<file path="src/rtl/usr_axil_master_if.sv">
// ---------------------------------------------------------------------------
// usr_axil_master_if
// Purpose : AXI4-Lite bus bundle between usr_axil_master and the user
//           register block. Carries the five AXI-Lite channels.
// Signals :
//   AW : awaddr[31:0], awprot[2:0], awvalid  (master -> slave), awready (slave -> master)
//   W  : wdata[31:0], wstrb[3:0], wvalid     (master -> slave), wready  (slave -> master)
//   B  : bvalid, bresp[1:0]                  (slave -> master), bready  (master -> slave)
//   AR : araddr[31:0], arprot[2:0], arvalid  (master -> slave), arready (slave -> master)
//   R  : rdata[31:0], rresp[1:0], rvalid     (slave -> master), rready  (master -> slave)
// Modports: master (used by usr_axil_master), slave (used by the register block).
// ---------------------------------------------------------------------------
interface usr_axil_master_if;
    logic [31:0] awaddr;
    logic [2:0]  awprot;
    logic        awvalid;
    logic        awready;

    logic [31:0] wdata;
    logic [3:0]  wstrb;
    logic        wvalid;
    logic        wready;

    logic        bvalid;
    logic [1:0]  bresp;
    logic        bready;

    logic [31:0] araddr;
    logic [2:0]  arprot;
    logic        arvalid;
    logic        arready;

    logic [31:0] rdata;
    logic [1:0]  rresp;
    logic        rvalid;
    logic        rready;

    modport master (
        output awaddr, awprot, awvalid,
        input  awready,
        output wdata, wstrb, wvalid,
        input  wready,
        input  bvalid, bresp,
        output bready,
        output araddr, arprot, arvalid,
        input  arready,
        input  rdata, rresp, rvalid,
        output rready
    );

    modport slave (
        input  awaddr, awprot, awvalid,
        output awready,
        input  wdata, wstrb, wvalid,
        output wready,
        output bvalid, bresp,
        input  bready,
        input  araddr, arprot, arvalid,
        output arready,
        output rdata, rresp, rvalid,
        input  rready
    );
endinterface

</file>
<file path="src/rtl/usr_axil_master.sv">
// ---------------------------------------------------------------------------
// usr_axil_master
// Purpose : Turns single host register-access commands into AXI4-Lite write
//           or read transactions. One transaction in flight at a time, with a
//           per-transaction timeout and a saturating error counter.
// Parameters:
//   TIMEOUT_CYC : cycles allowed in the bus-phase states before abort (>=2)
//   ERRCNT_W    : width of err_cnt_o
// Ports:
//   usr_clk, usr_rst          : clock, asynchronous active-high reset
//   cmd_valid_i / cmd_ready_o : command handshake
//   cmd_wr_i, cmd_addr_i, cmd_wdata_i, cmd_wstrb_i : command fields
//   rsp_valid_o / rsp_ready_i : response handshake
//   rsp_rdata_o, rsp_resp_o, rsp_timeout_o         : response fields
//   err_cnt_o                 : saturating count of error/timeout responses
//   m_axil                    : AXI4-Lite master bus (usr_axil_master_if.master)
// ---------------------------------------------------------------------------
module usr_axil_master #(
    parameter int TIMEOUT_CYC = 256,
    parameter int ERRCNT_W    = 16
) (
    input  logic                  usr_clk,
    input  logic                  usr_rst,

    input  logic                  cmd_valid_i,
    output logic                  cmd_ready_o,
    input  logic                  cmd_wr_i,
    input  logic [31:0]           cmd_addr_i,
    input  logic [31:0]           cmd_wdata_i,
    input  logic [3:0]            cmd_wstrb_i,

    output logic                  rsp_valid_o,
    input  logic                  rsp_ready_i,
    output logic [31:0]           rsp_rdata_o,
    output logic [1:0]            rsp_resp_o,
    output logic                  rsp_timeout_o,
    output logic [ERRCNT_W-1:0]   err_cnt_o,

    usr_axil_master_if.master     m_axil
);

    // Counter only needs to reach TIMEOUT_CYC-1 before the abort fires.
    localparam int                 TCNT_W    = $clog2(TIMEOUT_CYC);
    localparam logic [TCNT_W-1:0]  TCNT_LAST = TCNT_W'(TIMEOUT_CYC - 1);
    localparam logic [1:0]         RESP_SLVERR = 2'b10;

    typedef enum logic [2:0] {
        IDLE    = 3'd0,
        WR_REQ  = 3'd1,
        WR_RESP = 3'd2,
        RD_REQ  = 3'd3,
        RD_RESP = 3'd4,
        RSP     = 3'd5
    } state_t;

    function automatic logic [ERRCNT_W-1:0] sat_inc(input logic [ERRCNT_W-1:0] v);
        return (&v) ? v : v + 1'b1;
    endfunction

    state_t              r_state;
    state_t              w_state_nxt;

    logic [31:0]         r_addr;
    logic [31:0]         r_wdata;
    logic [3:0]          r_wstrb;
    logic                r_awvalid;
    logic                r_wvalid;
    logic                r_bready;
    logic                r_arvalid;
    logic                r_rready;
    logic [TCNT_W-1:0]   r_tcnt;
    logic [31:0]         r_rsp_rdata;
    logic [1:0]          r_rsp_resp;
    logic                r_rsp_timeout;
    logic [ERRCNT_W-1:0] r_err_cnt;

    logic                w_accept;
    logic                w_aw_hs;
    logic                w_w_hs;
    logic                w_b_hs;
    logic                w_ar_hs;
    logic                w_r_hs;
    logic                w_aw_pend;
    logic                w_w_pend;
    logic                w_tmo_hit;
    logic                w_tmo_abort;
    logic                w_err_evt;
    logic                w_bus_nxt;

    assign w_accept  = (r_state == IDLE) && cmd_valid_i;
    assign w_aw_hs   = r_awvalid && m_axil.awready;
    assign w_w_hs    = r_wvalid  && m_axil.wready;
    assign w_b_hs    = r_bready  && m_axil.bvalid;
    assign w_ar_hs   = r_arvalid && m_axil.arready;
    assign w_r_hs    = r_rready  && m_axil.rvalid;
    // A channel is still pending if its valid is up and it does not complete now.
    assign w_aw_pend = r_awvalid && !w_aw_hs;
    assign w_w_pend  = r_wvalid  && !w_w_hs;
    assign w_tmo_hit = (r_tcnt == TCNT_LAST);

    // Next-state: a completing handshake always takes priority over expiry.
    always_comb begin
        w_state_nxt = r_state;
        w_tmo_abort = 1'b0;
        case (r_state)
            IDLE: begin
                if (cmd_valid_i) begin
                    w_state_nxt = cmd_wr_i ? WR_REQ : RD_REQ;
                end
            end
            WR_REQ: begin
                if (!w_aw_pend && !w_w_pend) begin
                    w_state_nxt = WR_RESP;
                end else if (w_tmo_hit) begin
                    w_state_nxt = RSP;
                    w_tmo_abort = 1'b1;
                end
            end
            WR_RESP: begin
                if (w_b_hs) begin
                    w_state_nxt = RSP;
                end else if (w_tmo_hit) begin
                    w_state_nxt = RSP;
                    w_tmo_abort = 1'b1;
                end
            end
            RD_REQ: begin
                if (w_ar_hs) begin
                    w_state_nxt = RD_RESP;
                end else if (w_tmo_hit) begin
                    w_state_nxt = RSP;
                    w_tmo_abort = 1'b1;
                end
            end
            RD_RESP: begin
                if (w_r_hs) begin
                    w_state_nxt = RSP;
                end else if (w_tmo_hit) begin
                    w_state_nxt = RSP;
                    w_tmo_abort = 1'b1;
                end
            end
            RSP: begin
                if (rsp_ready_i) begin
                    w_state_nxt = IDLE;
                end
            end
            default: begin
                w_state_nxt = IDLE;
            end
        endcase
    end

    assign w_err_evt = w_tmo_abort
                    || ((r_state == WR_RESP) && w_b_hs && (m_axil.bresp != 2'b00))
                    || ((r_state == RD_RESP) && w_r_hs && (m_axil.rresp != 2'b00));

    assign w_bus_nxt = (w_state_nxt == WR_REQ)  || (w_state_nxt == WR_RESP)
                    || (w_state_nxt == RD_REQ)  || (w_state_nxt == RD_RESP);

    always_ff @(posedge usr_clk or posedge usr_rst) begin
        if (usr_rst) begin
            r_state <= IDLE;
        end else begin
            r_state <= w_state_nxt;
        end
    end

    // Bus handshake outputs are derived from the next state so that an abort
    // (next state RSP) drops every valid/ready on the same edge.
    always_ff @(posedge usr_clk or posedge usr_rst) begin
        if (usr_rst) begin
            r_awvalid <= 1'b0;
            r_wvalid  <= 1'b0;
            r_bready  <= 1'b0;
            r_arvalid <= 1'b0;
            r_rready  <= 1'b0;
        end else begin
            r_awvalid <= (w_state_nxt == WR_REQ) && (w_accept || w_aw_pend);
            r_wvalid  <= (w_state_nxt == WR_REQ) && (w_accept || w_w_pend);
            r_bready  <= (w_state_nxt == WR_RESP);
            r_arvalid <= (w_state_nxt == RD_REQ);
            r_rready  <= (w_state_nxt == RD_RESP);
        end
    end

    // Command fields are captured only on accept and held for the whole
    // transaction, keeping addr/data/strb stable while valids are high.
    always_ff @(posedge usr_clk or posedge usr_rst) begin
        if (usr_rst) begin
            r_addr  <= '0;
            r_wdata <= '0;
            r_wstrb <= '0;
        end else if (w_accept) begin
            r_addr  <= cmd_addr_i;
            r_wdata <= cmd_wdata_i;
            r_wstrb <= cmd_wstrb_i;
        end
    end

    always_ff @(posedge usr_clk or posedge usr_rst) begin
        if (usr_rst) begin
            r_tcnt <= '0;
        end else if (w_accept) begin
            r_tcnt <= '0;
        end else if (w_bus_nxt) begin
            r_tcnt <= r_tcnt + 1'b1;
        end
    end

    always_ff @(posedge usr_clk or posedge usr_rst) begin
        if (usr_rst) begin
            r_rsp_rdata   <= '0;
            r_rsp_resp    <= 2'b00;
            r_rsp_timeout <= 1'b0;
        end else if (w_tmo_abort) begin
            r_rsp_rdata   <= '0;
            r_rsp_resp    <= RESP_SLVERR;
            r_rsp_timeout <= 1'b1;
        end else if ((r_state == WR_RESP) && w_b_hs) begin
            r_rsp_rdata   <= '0;
            r_rsp_resp    <= m_axil.bresp;
            r_rsp_timeout <= 1'b0;
        end else if ((r_state == RD_RESP) && w_r_hs) begin
            r_rsp_rdata   <= m_axil.rdata;
            r_rsp_resp    <= m_axil.rresp;
            r_rsp_timeout <= 1'b0;
        end
    end

    always_ff @(posedge usr_clk or posedge usr_rst) begin
        if (usr_rst) begin
            r_err_cnt <= '0;
        end else if (w_err_evt) begin
            r_err_cnt <= sat_inc(r_err_cnt);
        end
    end

    // cmd_ready is held low while reset is asserted so that no command can be
    // seen as accepted during reset.
    assign cmd_ready_o    = (r_state == IDLE) && !usr_rst;
    assign rsp_valid_o    = (r_state == RSP);
    assign rsp_rdata_o    = r_rsp_rdata;
    assign rsp_resp_o     = r_rsp_resp;
    assign rsp_timeout_o  = r_rsp_timeout;
    assign err_cnt_o      = r_err_cnt;

    assign m_axil.awaddr  = r_addr;
    assign m_axil.awprot  = 3'b000;
    assign m_axil.awvalid = r_awvalid;
    assign m_axil.wdata   = r_wdata;
    assign m_axil.wstrb   = r_wstrb;
    assign m_axil.wvalid  = r_wvalid;
    assign m_axil.bready  = r_bready;
    assign m_axil.araddr  = r_addr;
    assign m_axil.arprot  = 3'b000;
    assign m_axil.arvalid = r_arvalid;
    assign m_axil.rready  = r_rready;

endmodule

</file>
<file path="src/flat_wrapper.sv">
// flat-port wrapper written by rule: the top's interface ports become plain ports
module usr_axil_master_flat 
#(
    parameter int TIMEOUT_CYC = 256,
    parameter int ERRCNT_W    = 16
)
  (usr_clk, usr_rst, cmd_valid_i, cmd_ready_o, cmd_wr_i, cmd_addr_i, cmd_wdata_i, cmd_wstrb_i, rsp_valid_o, rsp_ready_i, rsp_rdata_o, rsp_resp_o, rsp_timeout_o, err_cnt_o, m_axil_awaddr, m_axil_awprot, m_axil_awvalid, m_axil_awready, m_axil_wdata, m_axil_wstrb, m_axil_wvalid, m_axil_wready, m_axil_bvalid, m_axil_bresp, m_axil_bready, m_axil_araddr, m_axil_arprot, m_axil_arvalid, m_axil_arready, m_axil_rdata, m_axil_rresp, m_axil_rvalid, m_axil_rready);
  usr_axil_master_if m_axil_i ();
  input  logic usr_clk;
  input  logic usr_rst;
  input  logic cmd_valid_i;
  output logic cmd_ready_o;
  input  logic cmd_wr_i;
  input  logic [31:0] cmd_addr_i;
  input  logic [31:0] cmd_wdata_i;
  input  logic [3:0] cmd_wstrb_i;
  output logic rsp_valid_o;
  input  logic rsp_ready_i;
  output logic [31:0] rsp_rdata_o;
  output logic [1:0] rsp_resp_o;
  output logic rsp_timeout_o;
  output logic [ERRCNT_W-1:0] err_cnt_o;
  output wire logic [$bits(m_axil_i.awaddr)-1:0] m_axil_awaddr;
  output wire logic [$bits(m_axil_i.awprot)-1:0] m_axil_awprot;
  output wire logic [$bits(m_axil_i.awvalid)-1:0] m_axil_awvalid;
  input wire logic [$bits(m_axil_i.awready)-1:0] m_axil_awready;
  output wire logic [$bits(m_axil_i.wdata)-1:0] m_axil_wdata;
  output wire logic [$bits(m_axil_i.wstrb)-1:0] m_axil_wstrb;
  output wire logic [$bits(m_axil_i.wvalid)-1:0] m_axil_wvalid;
  input wire logic [$bits(m_axil_i.wready)-1:0] m_axil_wready;
  input wire logic [$bits(m_axil_i.bvalid)-1:0] m_axil_bvalid;
  input wire logic [$bits(m_axil_i.bresp)-1:0] m_axil_bresp;
  output wire logic [$bits(m_axil_i.bready)-1:0] m_axil_bready;
  output wire logic [$bits(m_axil_i.araddr)-1:0] m_axil_araddr;
  output wire logic [$bits(m_axil_i.arprot)-1:0] m_axil_arprot;
  output wire logic [$bits(m_axil_i.arvalid)-1:0] m_axil_arvalid;
  input wire logic [$bits(m_axil_i.arready)-1:0] m_axil_arready;
  input wire logic [$bits(m_axil_i.rdata)-1:0] m_axil_rdata;
  input wire logic [$bits(m_axil_i.rresp)-1:0] m_axil_rresp;
  input wire logic [$bits(m_axil_i.rvalid)-1:0] m_axil_rvalid;
  output wire logic [$bits(m_axil_i.rready)-1:0] m_axil_rready;
  assign m_axil_awaddr = m_axil_i.awaddr;
  assign m_axil_awprot = m_axil_i.awprot;
  assign m_axil_awvalid = m_axil_i.awvalid;
  assign m_axil_i.awready = m_axil_awready;
  assign m_axil_wdata = m_axil_i.wdata;
  assign m_axil_wstrb = m_axil_i.wstrb;
  assign m_axil_wvalid = m_axil_i.wvalid;
  assign m_axil_i.wready = m_axil_wready;
  assign m_axil_i.bvalid = m_axil_bvalid;
  assign m_axil_i.bresp = m_axil_bresp;
  assign m_axil_bready = m_axil_i.bready;
  assign m_axil_araddr = m_axil_i.araddr;
  assign m_axil_arprot = m_axil_i.arprot;
  assign m_axil_arvalid = m_axil_i.arvalid;
  assign m_axil_i.arready = m_axil_arready;
  assign m_axil_i.rdata = m_axil_rdata;
  assign m_axil_i.rresp = m_axil_rresp;
  assign m_axil_i.rvalid = m_axil_rvalid;
  assign m_axil_rready = m_axil_i.rready;
  usr_axil_master #(.TIMEOUT_CYC(TIMEOUT_CYC), .ERRCNT_W(ERRCNT_W)) u_core (.usr_clk(usr_clk), .usr_rst(usr_rst), .cmd_valid_i(cmd_valid_i), .cmd_ready_o(cmd_ready_o), .cmd_wr_i(cmd_wr_i), .cmd_addr_i(cmd_addr_i), .cmd_wdata_i(cmd_wdata_i), .cmd_wstrb_i(cmd_wstrb_i), .rsp_valid_o(rsp_valid_o), .rsp_ready_i(rsp_ready_i), .rsp_rdata_o(rsp_rdata_o), .rsp_resp_o(rsp_resp_o), .rsp_timeout_o(rsp_timeout_o), .err_cnt_o(err_cnt_o), .m_axil(m_axil_i));
endmodule
</file>
<file path="config.mk">
export PLATFORM = sky130hd
export DESIGN_NAME = usr_axil_master_flat
export DESIGN_NICKNAME = d
export VERILOG_FILES = /design/src/rtl/usr_axil_master_if.sv /design/src/rtl/usr_axil_master.sv /design/src/flat_wrapper.sv
export SDC_FILE = /design/constraint.sdc
export NUM_CORES = 1
export LEC_CHECK = 0
export CAP_MARGIN = 20
export CORE_ASPECT_RATIO = 0.7
export CORE_UTILIZATION = 44
export CTS_CLUSTER_SIZE = 25
export DETAILED_ROUTE_END_ITERATION = 10
export PLACE_DENSITY = 0.85
export SYNTH_ARGS = -nofsm -noshare
export SYNTH_HDL_FRONTEND = slang
export SYNTH_SLANG_ARGS = --single-unit
</file>
<file path="constraint.sdc">
create_clock -name usr_clk -period 9.2 [get_ports usr_clk]
set_clock_uncertainty 0.2 [all_clocks]
set_input_delay 1.38 -clock usr_clk [delete_from_list [all_inputs] [get_ports usr_clk]]
set_output_delay 1.38 -clock usr_clk [all_outputs]
set_load 0.1 [all_outputs]
</file>
==> metrics.yaml, run 1 <==
outcome: "completed"
min_from: "u_core.m_axil.wstrb[0]"
netlist.area_leader.share_pct: 57.4
drive_above_1_share_pct: 5.39
synth_edf_count: 0
drtAntennaViolNets: 0
netlist_area_um2: 5880
io_buffers: 271
gp_congestion: 0.804
slew_viol_final: 0
vias: 5118
arrival_ps: 3310
crit_type: "in2out"
synth-main-ff-cell: "dfrtp_1"
yosysMostFrequentCell: "nand2_1"
nNetsFinal: 975
cts_tree: "done"
regArea_um2: 3380
cts.sinks: 135
synth-seq-cells: 135
critPathCaptureType: "output port"
viasPerCell: 4.95
core_area_um2: 12700
first_global_vias: 5082
setup_slack_ps: 4310
multi_input_area_um2: 2070
maxCapViolCount: 0
dp_slack_ps: 4300
max_slew_margin_pct: 31.4
num_rows: 34
worstMarginPinSlew_ps: 1030
grt_max_degree: 85
path_clk_slew_ps: 50
hold_buffers: 0
drt_iter0_drc: 278
rsz0062_at_grt: "no"
fmax_ghz: 0.205
cts_resized: 0
min_path_cells: 2
area_growth_pct: 54.1
setup_viol: 0
synth_seq_area_share_pct: 57.4
ys_types: 51
dr.pass1.iters: 5
die-area_um2: 13800
post_cts_buffers: 0
cts_htree_levels: 4
tns_ps: 0
fin_crit_ps: 4890
cts_buffers: 17
drt-total-wl_mm: 16.0
hold_class: "reg2reg"
crit_fanout: 2
num-fill-cells: 955
cp.required_ps: 7620
clk_latency_ps: 410
antenna_found_initial: 0
drc_errors: 0
grt-ovfl-total: 0
syn-instance-count: 628
dpl.hpwl_mm: 11.4
holdPathEnd: "u_core.m_axil.wstrb[0]"
routedWlPerCell_um: 15.5
r2r_slack_ps: 5780
die_w_um: 140
async_flop_share_pct: 100
ys_top_cells_by_count: "219 x nand2_1, 135 x dfrtp_1, 47 x nor2_1, 38 x buf_4, 32 x a22oi_1"
finalCritPeriodShare_pct: 53.1
cts-root-buf: "clkbuf_16"
pin_count: 278
cp-start-kind: "input port"
clk_path_buf_depth: 2
synth_warnings: 0
grt.total_usage_pct: 23.8
yosysTopAreaCell: "dfrtp_1"
r2r_cells: 8
hold_viol: 0
synth.avg_cell_area_um2: 9.36
dieHeight_um: 98.7
worstReg2RegStart: "u_core.r_state[2]"
rr_endpoint: "u_core.r_tcnt[5]"
initial_core_util_pct: 46.2
yosys-top-cells-area: "dfrtp_1 57%, nand2_1 14%, buf_4 4.9%, a22oi_1 4.1%, nor2_1 3.0%"
grt_first_pass_wirelength_mm: 25.8
num_antenna_cells: 0
==> per-layer routing <==
metal	up-vias	part of all wire, %	track usage, %
li1	2471	-	-
met1	2461	42	29.7
met2	173	50	39.3
met3	13	7.4	9.09
met4	0	1.0	5.24
met5	-	0	0
==> worst max path at each step <==
| stage | start | end | slack (ps) |
|---|---|---|---|
| 6_report | usr_rst | cmd_ready_o | 4310 |
| 5_1_grt | usr_rst | cmd_ready_o | 4300 |
| 4_1_cts | usr_rst | cmd_ready_o | 4300 |
| 3_5_place_dp | usr_rst | cmd_ready_o | 4300 |
| 3_3_place_gp | usr_rst | cmd_ready_o | 4400 |
| 2_1_floorplan | usr_rst | cmd_ready_o | 3420 |
==> critical path: stages <==
cell             delay (ps)
clkdlybuf4s50_1         490
nor4_1                  240
clkdlybuf4s50_1        1190
==> registers in the layout, summed over array words and instances (netlist names) <==
register	cells
u_core.m_axil.araddr	32
u_core.m_axil.wdata	32
u_core.rsp_rdata_o	32
u_core.err_cnt_o	16
u_core.r_tcnt	8
u_core.m_axil.wstrb	4
u_core.r_state	3
u_core.rsp_resp_o	2
u_core.m_axil.arvalid	1
u_core.m_axil.awvalid	1
u_core.m_axil.bready	1
u_core.m_axil.rready	1
u_core.m_axil.wvalid	1
u_core.rsp_timeout_o	1
==> final cells by class <==
| type | count | area share (%) |
|---|---|---|
| clock buffer | 21 | 5.08 |
| clock inverter | 11 | 1.63 |
| inverter | 12 | 0.552 |
| multi-input combinational | 417 | 22.9 |
| sequential | 135 | 37.3 |
| tap | 162 | 2.24 |
| timing repair buffer | 276 | 30.4 |
==> stage by stage <==
stage | hold WS (ps) | util [%] | cell area [µm²] | instances
after global placement | 256 | 66.4 | 8450 | 1002
after CTS | 275 | 71.2 | 9060 | 1034
final | 271 | 71.2 | 9060 | 1034
after detailed placement | 261 | 66.4 | 8450 | 1002
after floorplan | 273 | - | 5900 | 633
after global routing | 295 | 71.2 | 9060 | 1034
==> kinds of logic (layout without fill, tap and decap cells) <==
group / count (synthesis) / in the layout / synth area share, %
flip-flops: 135 / 135 / 57.4
buffers and inverters: 81 / 320 / 7.81
other: 1 / 6 / 0.0638
AO/OA/AOI/OAI: 68 / 68 / 8.21
XOR/XNOR: 15 / 15 / 2.36
AND/OR/NAND/NOR: 322 / 322 / 23.0
adder cells (fa/ha/maj): 2 / 2 / 0.425
multiplexers: 4 / 4 / 0.723
==> cells in the final DEF, fill, tap and decap left out, types with 2 or more instances in the layout <==
master,instances
clkbuf_16,17
clkbuf_8,2
or4_1,2
dfrtp_1,135
conb_1,6
mux2_2,2
clkbuf_1,2
o31ai_1,2
nand2_1,219
xor2_1,8
and3_1,4
a21oi_1,9
nor3_1,7
o22a_1,2
nand2b_1,4
nor4_1,7
clkinv_2,2
o21a_1,2
inv_6,2
buf_4,5
a22oi_1,32
nand4_1,3
or3_1,4
mux2i_1,2
clkdlybuf4s50_1,271
o21ai_0,8
inv_1,11
clkinvlp_4,4
a31oi_1,2
ha_1,2
bufinv_16,3
nor2_1,46
xnor2_1,6
and2_1,2
nand3_1,13
or2_2,2
Power of run 1 is not shown: default switching activity piles up to over one toggle a cycle in this logic, so the estimate is an artifact.
==> run 2: changes to the inputs <==
--- a/config.mk
+++ b/config.mk
@@ -7,10 +7,10 @@
 export LEC_CHECK = 0
 export CAP_MARGIN = 20
 export CORE_ASPECT_RATIO = 0.7
-export CORE_UTILIZATION = 44
+export CORE_UTILIZATION = 37
 export CTS_CLUSTER_SIZE = 25
 export DETAILED_ROUTE_END_ITERATION = 10
-export PLACE_DENSITY = 0.85
+export PLACE_DENSITY = 0.76
 export SYNTH_ARGS = -nofsm -noshare
 export SYNTH_HDL_FRONTEND = slang
 export SYNTH_SLANG_ARGS = --single-unit
==> constraint.sdc (replaced) <==
create_clock -name usr_clk -period 4.4 [get_ports usr_clk]
set_clock_uncertainty 0.2 [all_clocks]
set_input_delay 0.66 -clock usr_clk [delete_from_list [all_inputs] [get_ports usr_clk]]
set_output_delay 0.66 -clock usr_clk [all_outputs]
set_load 0.1 [all_outputs]
==> metrics.yaml, run 2 (same netlist as run 1, synthesis figures left out) <==
rsz0062_at_grt: "no"  # unchanged
grt.total_usage_pct: 19.9  # was 23.8%
worstMarginPinSlew_ps: 1040  # was 1030 ps
hold_class: "reg2reg"  # unchanged
slew_viol_final: 0  # unchanged
io_buffers: 271  # unchanged
num_antenna_cells: 0  # unchanged
cts_htree_levels: 4  # unchanged
initial_core_util_pct: 37.9  # was 46.2%
worstReg2RegStart: "u_core.r_state[2]"  # unchanged
fmax_ghz: 0.302
clk_latency_ps: 410  # about the same
cts_buffers: 17  # unchanged
tns_ps: 0  # unchanged
finalNonFillerCells: 1074  # was 1,034
drt-total-wl_mm: 16.0  # about the same
finalCritPeriodShare_pct: 75.2
min_path_cells: 2  # unchanged
antenna_found_initial: 0  # unchanged
cts_resized: 0  # unchanged
dr.pass1.iters: 7  # was 5
grt_first_pass_wirelength_mm: 25.9  # was 25.8 mm
post_cts_buffers: 0  # unchanged
setup_viol: 0  # unchanged
clk_path_buf_depth: 2  # unchanged
num-fill-cells: 1308  # was 955
fin_crit_ps: 3310
nNetsFinal: 978  # was 975
outcome: "finished with violations"  # was completed
rr_endpoint: "u_core.r_tcnt[5]"  # unchanged
num_rows: 38  # was 34
path_clk_slew_ps: 60  # was 50 ps
grt-ovfl-total: 0  # unchanged
holdPathEnd: "u_core.m_axil.wdata[28]"  # was u_core.m_axil.wstrb[0]
r2r_slack_ps: 1370  # was 5780 ps
drtAntennaViolNets: 0  # unchanged
area_growth_pct: 56.2  # was 54.1%
critPathCaptureType: "output port"  # unchanged
viasPerCell: 4.74  # was 4.95
arrival_ps: 2450  # was 3310 ps
mostFrequentLayoutCell: "clkdlybuf4s50_1"  # unchanged
multi_input_area_um2: 2070  # unchanged
core_area_um2: 15500  # was 12,700 µm²
pin_count: 278  # unchanged
die_w_um: 153  # was 140 µm
grt_max_degree: 75  # was 85
violations: "DRC"
max_slew_margin_pct: 30.2  # was 31.4%
crit_fanout: 12  # was 2
drive_above_1_share_pct: 5.84  # was 5.39%
min_from: "u_core.m_axil.wdata[28]"  # was u_core.m_axil.wstrb[0]
die-area_um2: 16400  # was 13,800 µm²
regArea_um2: 3380  # unchanged
first_global_vias: 4993  # was 5,082
cp-start-kind: "flop"  # was input port
drt_iter0_drc: 295  # was 278
finalInstanceArea_um2: 9190  # was 9060 µm²
hold_buffers: 0  # unchanged
vias: 5092  # was 5,118
maxCapViolCount: 0  # unchanged
routedWlPerCell_um: 14.9  # was 15.5 µm
gp_congestion: 0.842  # was 0.804
cts.sinks: 135  # unchanged
cts-root-buf: "clkbuf_16"  # unchanged
dpl.hpwl_mm: 11.2  # was 11.4 mm
r2r_cells: 7  # was 8
drc_errors: 13  # was 0
final_cell_mix: "270 x clkdlybuf4s50_1, 219 x nand2_1, 135 x dfrtp_1"  # was 271 x clkdlybuf4s50_1, 219 x nand2_1, 135 x dfrtp_1
dpl_cell_area_um2: 8520  # was 8450 µm²
cts_tree: "done"  # unchanged
dieHeight_um: 107  # was 98.7 µm
hold_viol: 0  # unchanged
crit_type: "reg2out"  # was in2out
cp.required_ps: 3540  # was 7620 ps
dp_cells: 1043  # was 1,002
run 2: cell types whose count changed in the layout (fill, tap and decap cells not counted), sizes merged:
cell / previous run / this run
clkbuf: 21 / 19
clkdlybuf4s50: 271 / 270
bufinv: 3 / 6
inv: 13 / 11
buf: 5 / 9
run 2: worst max-delay path by stage:
stage / startpoint / end / slack, ps / cells after the start
CTS: u_core.r_state[1] / rsp_valid_o / 1070 / 3
detailed placement: cmd_valid_i / u_core.r_tcnt[7] / 910 / 8
global route: u_core.r_state[1] / rsp_valid_o / 990 / 3
floorplan: usr_rst / cmd_ready_o / 60 / 1
global placement: cmd_valid_i / u_core.r_tcnt[7] / 970 / 8
finish: u_core.r_state[1] / rsp_valid_o / 1090 / 3
run 2: area by class of cell:
class                      count  area share, %
timing repair buffer         279           30.2
clock buffer                  19           4.82
multi-input combinational    417           22.5
clock inverter                12           2.45
tap                          200           2.72
sequential                   135           36.8
inverter                      12          0.531
run 2: stage by stage:
step	setup WS, ps	hold slack (ps)	util, %
after detailed placement	914	261	55.0
after CTS	1070	276	59.3
after global placement	973	257	55.0
after floorplan	62.1	273	-
after global routing	994	294	59.3
final	1090	271	59.3
run 2: worst max-delay path: stages, from the launching register on:
cell and delay [ps]:
dfrtp_1 520, inv_1 190, and3_1 170, clkdlybuf4s50_1 1160
run 2: routing by layer:
| layer | vias up | track usage, % | wire length [µm] |
|---|---|---|---|
| met3 | 18 | 6.92 | 1270 |
| met4 | 0 | 4.98 | 165 |
| li1 | 2480 | - | - |
| met2 | 170 | 32.6 | 7610 |
| met1 | 2424 | 25.2 | 6940 |
| met5 | - | 0 | 0 |
Power of run 2 is left out for the same reason.
==> run 3: changes to the inputs <==
--- a/config.mk
+++ b/config.mk
@@ -7,10 +7,10 @@
 export LEC_CHECK = 0
 export CAP_MARGIN = 20
 export CORE_ASPECT_RATIO = 0.7
-export CORE_UTILIZATION = 37
+export CORE_UTILIZATION = 41
 export CTS_CLUSTER_SIZE = 25
 export DETAILED_ROUTE_END_ITERATION = 10
-export PLACE_DENSITY = 0.76
+export PLACE_DENSITY = 0.8
 export SYNTH_ARGS = -nofsm -noshare
 export SYNTH_HDL_FRONTEND = slang
 export SYNTH_SLANG_ARGS = --single-unit
==> constraint.sdc (replaced) <==
create_clock -name usr_clk -period 3.2 [get_ports usr_clk]
set_clock_uncertainty 0.2 [all_clocks]
set_input_delay 0.48 -clock usr_clk [delete_from_list [all_inputs] [get_ports usr_clk]]
set_output_delay 0.48 -clock usr_clk [all_outputs]
set_load 0.1 [all_outputs]
==> metrics.yaml, run 3 (same netlist as run 1, synthesis figures left out) <==
core_area_um2: 14000  # was 15,500 µm²
crit_fanout: 36  # was 12
routedWlPerCell_um: 14.2  # was 14.9 µm
critPathCaptureType: "flop"  # was output port
grt.total_usage_pct: 20.7  # was 19.9%
first_global_vias: 4791  # was 4,993
utilization_pct: 62.7  # was 59.3%
num_antenna_cells: 0  # unchanged
finalInstanceArea_um2: 8750  # was 9190 µm²
viasPerCell: 4.71  # was 4.74
crit_type: "reg2reg"  # was reg2out
drt-total-wl_mm: 15.3  # was 16.0 mm
clk_path_buf_depth: 2  # unchanged
die_w_um: 145  # was 153 µm
mostFrequentLayoutCell: "nand2_1"  # was clkdlybuf4s50_1
pin_count: 278  # unchanged
cts_htree_levels: 4  # unchanged
cts_buffers: 17  # unchanged
cp-start-kind: "flop"  # unchanged
hold_buffers: 0  # unchanged
drtAntennaViolNets: 0  # unchanged
grt-ovfl-total: 0  # unchanged
clk_latency_ps: 410  # about the same
die-area_um2: 14800  # was 16,400 µm²
max_slew_margin_pct: 44.1  # was 30.2%
initial_core_util_pct: 42.1  # was 37.9%
cp_num_buf_inv: 2  # unchanged
setup_viol: 0  # unchanged
slew_viol_final: 0  # unchanged
nNetsFinal: 985  # was 978
cts_tree: "done"  # unchanged
worstMarginPinSlew_ps: 833  # was 1040 ps
slowest_delay_ps: 450  # was 1160 ps
drt_iter0_drc: 226  # was 295
crit_chain: "buf_4 > or3b_1 > nor2_4 > buf_4 > o21ai_0 > nand2_1 > o21ai_1 > nor4_1 > xor2_1"  # was inv_1 > and3_1 > clkdlybuf4s50_1
gp_congestion: 0.852  # was 0.842
cts.sinks: 135  # unchanged
path_common_cell: "buf_4"
antenna_found_initial: 0  # unchanged
post_cts_buffers: 0  # unchanged
fmax_ghz: 0.345
cp_slowest_cell: "or3b_1"  # was clkdlybuf4s50_1
path_clk_slew_ps: 60  # about the same
drc_errors: 0  # was 13
maxCapViolCount: 0  # unchanged
dr.pass1.iters: 4  # was 7
hold_class: "reg2reg"  # unchanged
dieHeight_um: 102  # was 107 µm
dp_cells: 1040  # was 1,043
arrival_ps: 3030  # was 2450 ps
cp_top_family: "simple AND/OR/NAND/NOR gates"  # was buffers and inverters
dpl_cell_area_um2: 8180  # was 8520 µm²
outcome: "completed"  # was finished with violations
dpl.hpwl_mm: 10.5  # was 11.2 mm
fin_crit_ps: 2900
hold_viol: 0  # unchanged
hold_ws_ps: 277  # was 271 ps
final_cell_mix: "219 x nand2_1, 172 x buf_4, 135 x dfrtp_1"  # was 270 x clkdlybuf4s50_1, 219 x nand2_1, 135 x dfrtp_1
area_growth_pct: 48.8  # was 56.2%
finalCritPeriodShare_pct: 90.7
finalNonFillerCells: 1072  # was 1,074
cts-root-buf: "clkbuf_16"  # unchanged
vias: 5048  # was 5,092
grt_first_pass_wirelength_mm: 24.3  # was 25.9 mm
grt_max_degree: 136  # was 75
rsz0062_at_grt: "no"  # unchanged
drive_above_1_share_pct: 24.6  # was 5.84%
cp.required_ps: 3330  # was 3540 ps
num_rows: 36  # was 38
cts_resized: 0  # unchanged
io_buffers: 271  # unchanged
[run 3: cell types whose count changed in the layout (fill, tap and decap cells not counted), sizes merged]
| cell | delta |
|---|---|
| clkinvlp | +2 |
| bufinv | -5 |
| clkdlybuf4s50 | -157 |
| inv | +4 |
| buf | +164 |
[run 3: per-layer routing]
metal	track usage [%]	vias to the layer above	share of wire, %
met5	0	-	0
met4	5.91	0	0.60
met3	7.01	11	6.8
met2	32.8	156	48
met1	27.3	2385	45
li1	-	2496	-
[run 3: stage by stage]
stage | TNS [ps] | worst slack, ps
finish | 0 | 299
CTS | 0 | 293
floorplan | 0 | 214
global route | 0 | 59.5
detailed placement | -326 | -102
global placement | -116 | -57.0
[run 3: final timing paths]
check	from	end	slack (ps)	cells past startpoint
min	u_core.m_axil.wdata[2]	u_core.m_axil.wdata[2]	280	2
max in group asynchronous	usr_rst	u_core.m_axil.wdata[11]	1750	3
min in group asynchronous	usr_rst	u_core.err_cnt_o[4]	490	3
min reg2reg	u_core.m_axil.wdata[2]	u_core.m_axil.wdata[2]	280	2
max reg2reg	u_core.r_state[0]	u_core.err_cnt_o[11]	300	9
max	u_core.r_state[0]	u_core.err_cnt_o[11]	300	9
[run 3: area by class of cell]
cell class,count,area [µm²]
clock inverter,13,121
sequential,135,3380
inverter,12,48.8
tap,190,238
clock buffer,19,443
multi-input combinational,417,2080
fill,1162,5220
timing repair buffer,286,2440
[run 3: tightest hold or removal path, delay by kind of cell (launching register included)]
kind | cells | cell delay (ps)
simple gates | 2 | 100
flops | 1 | 340
Power of run 3 is left out for the same reason.
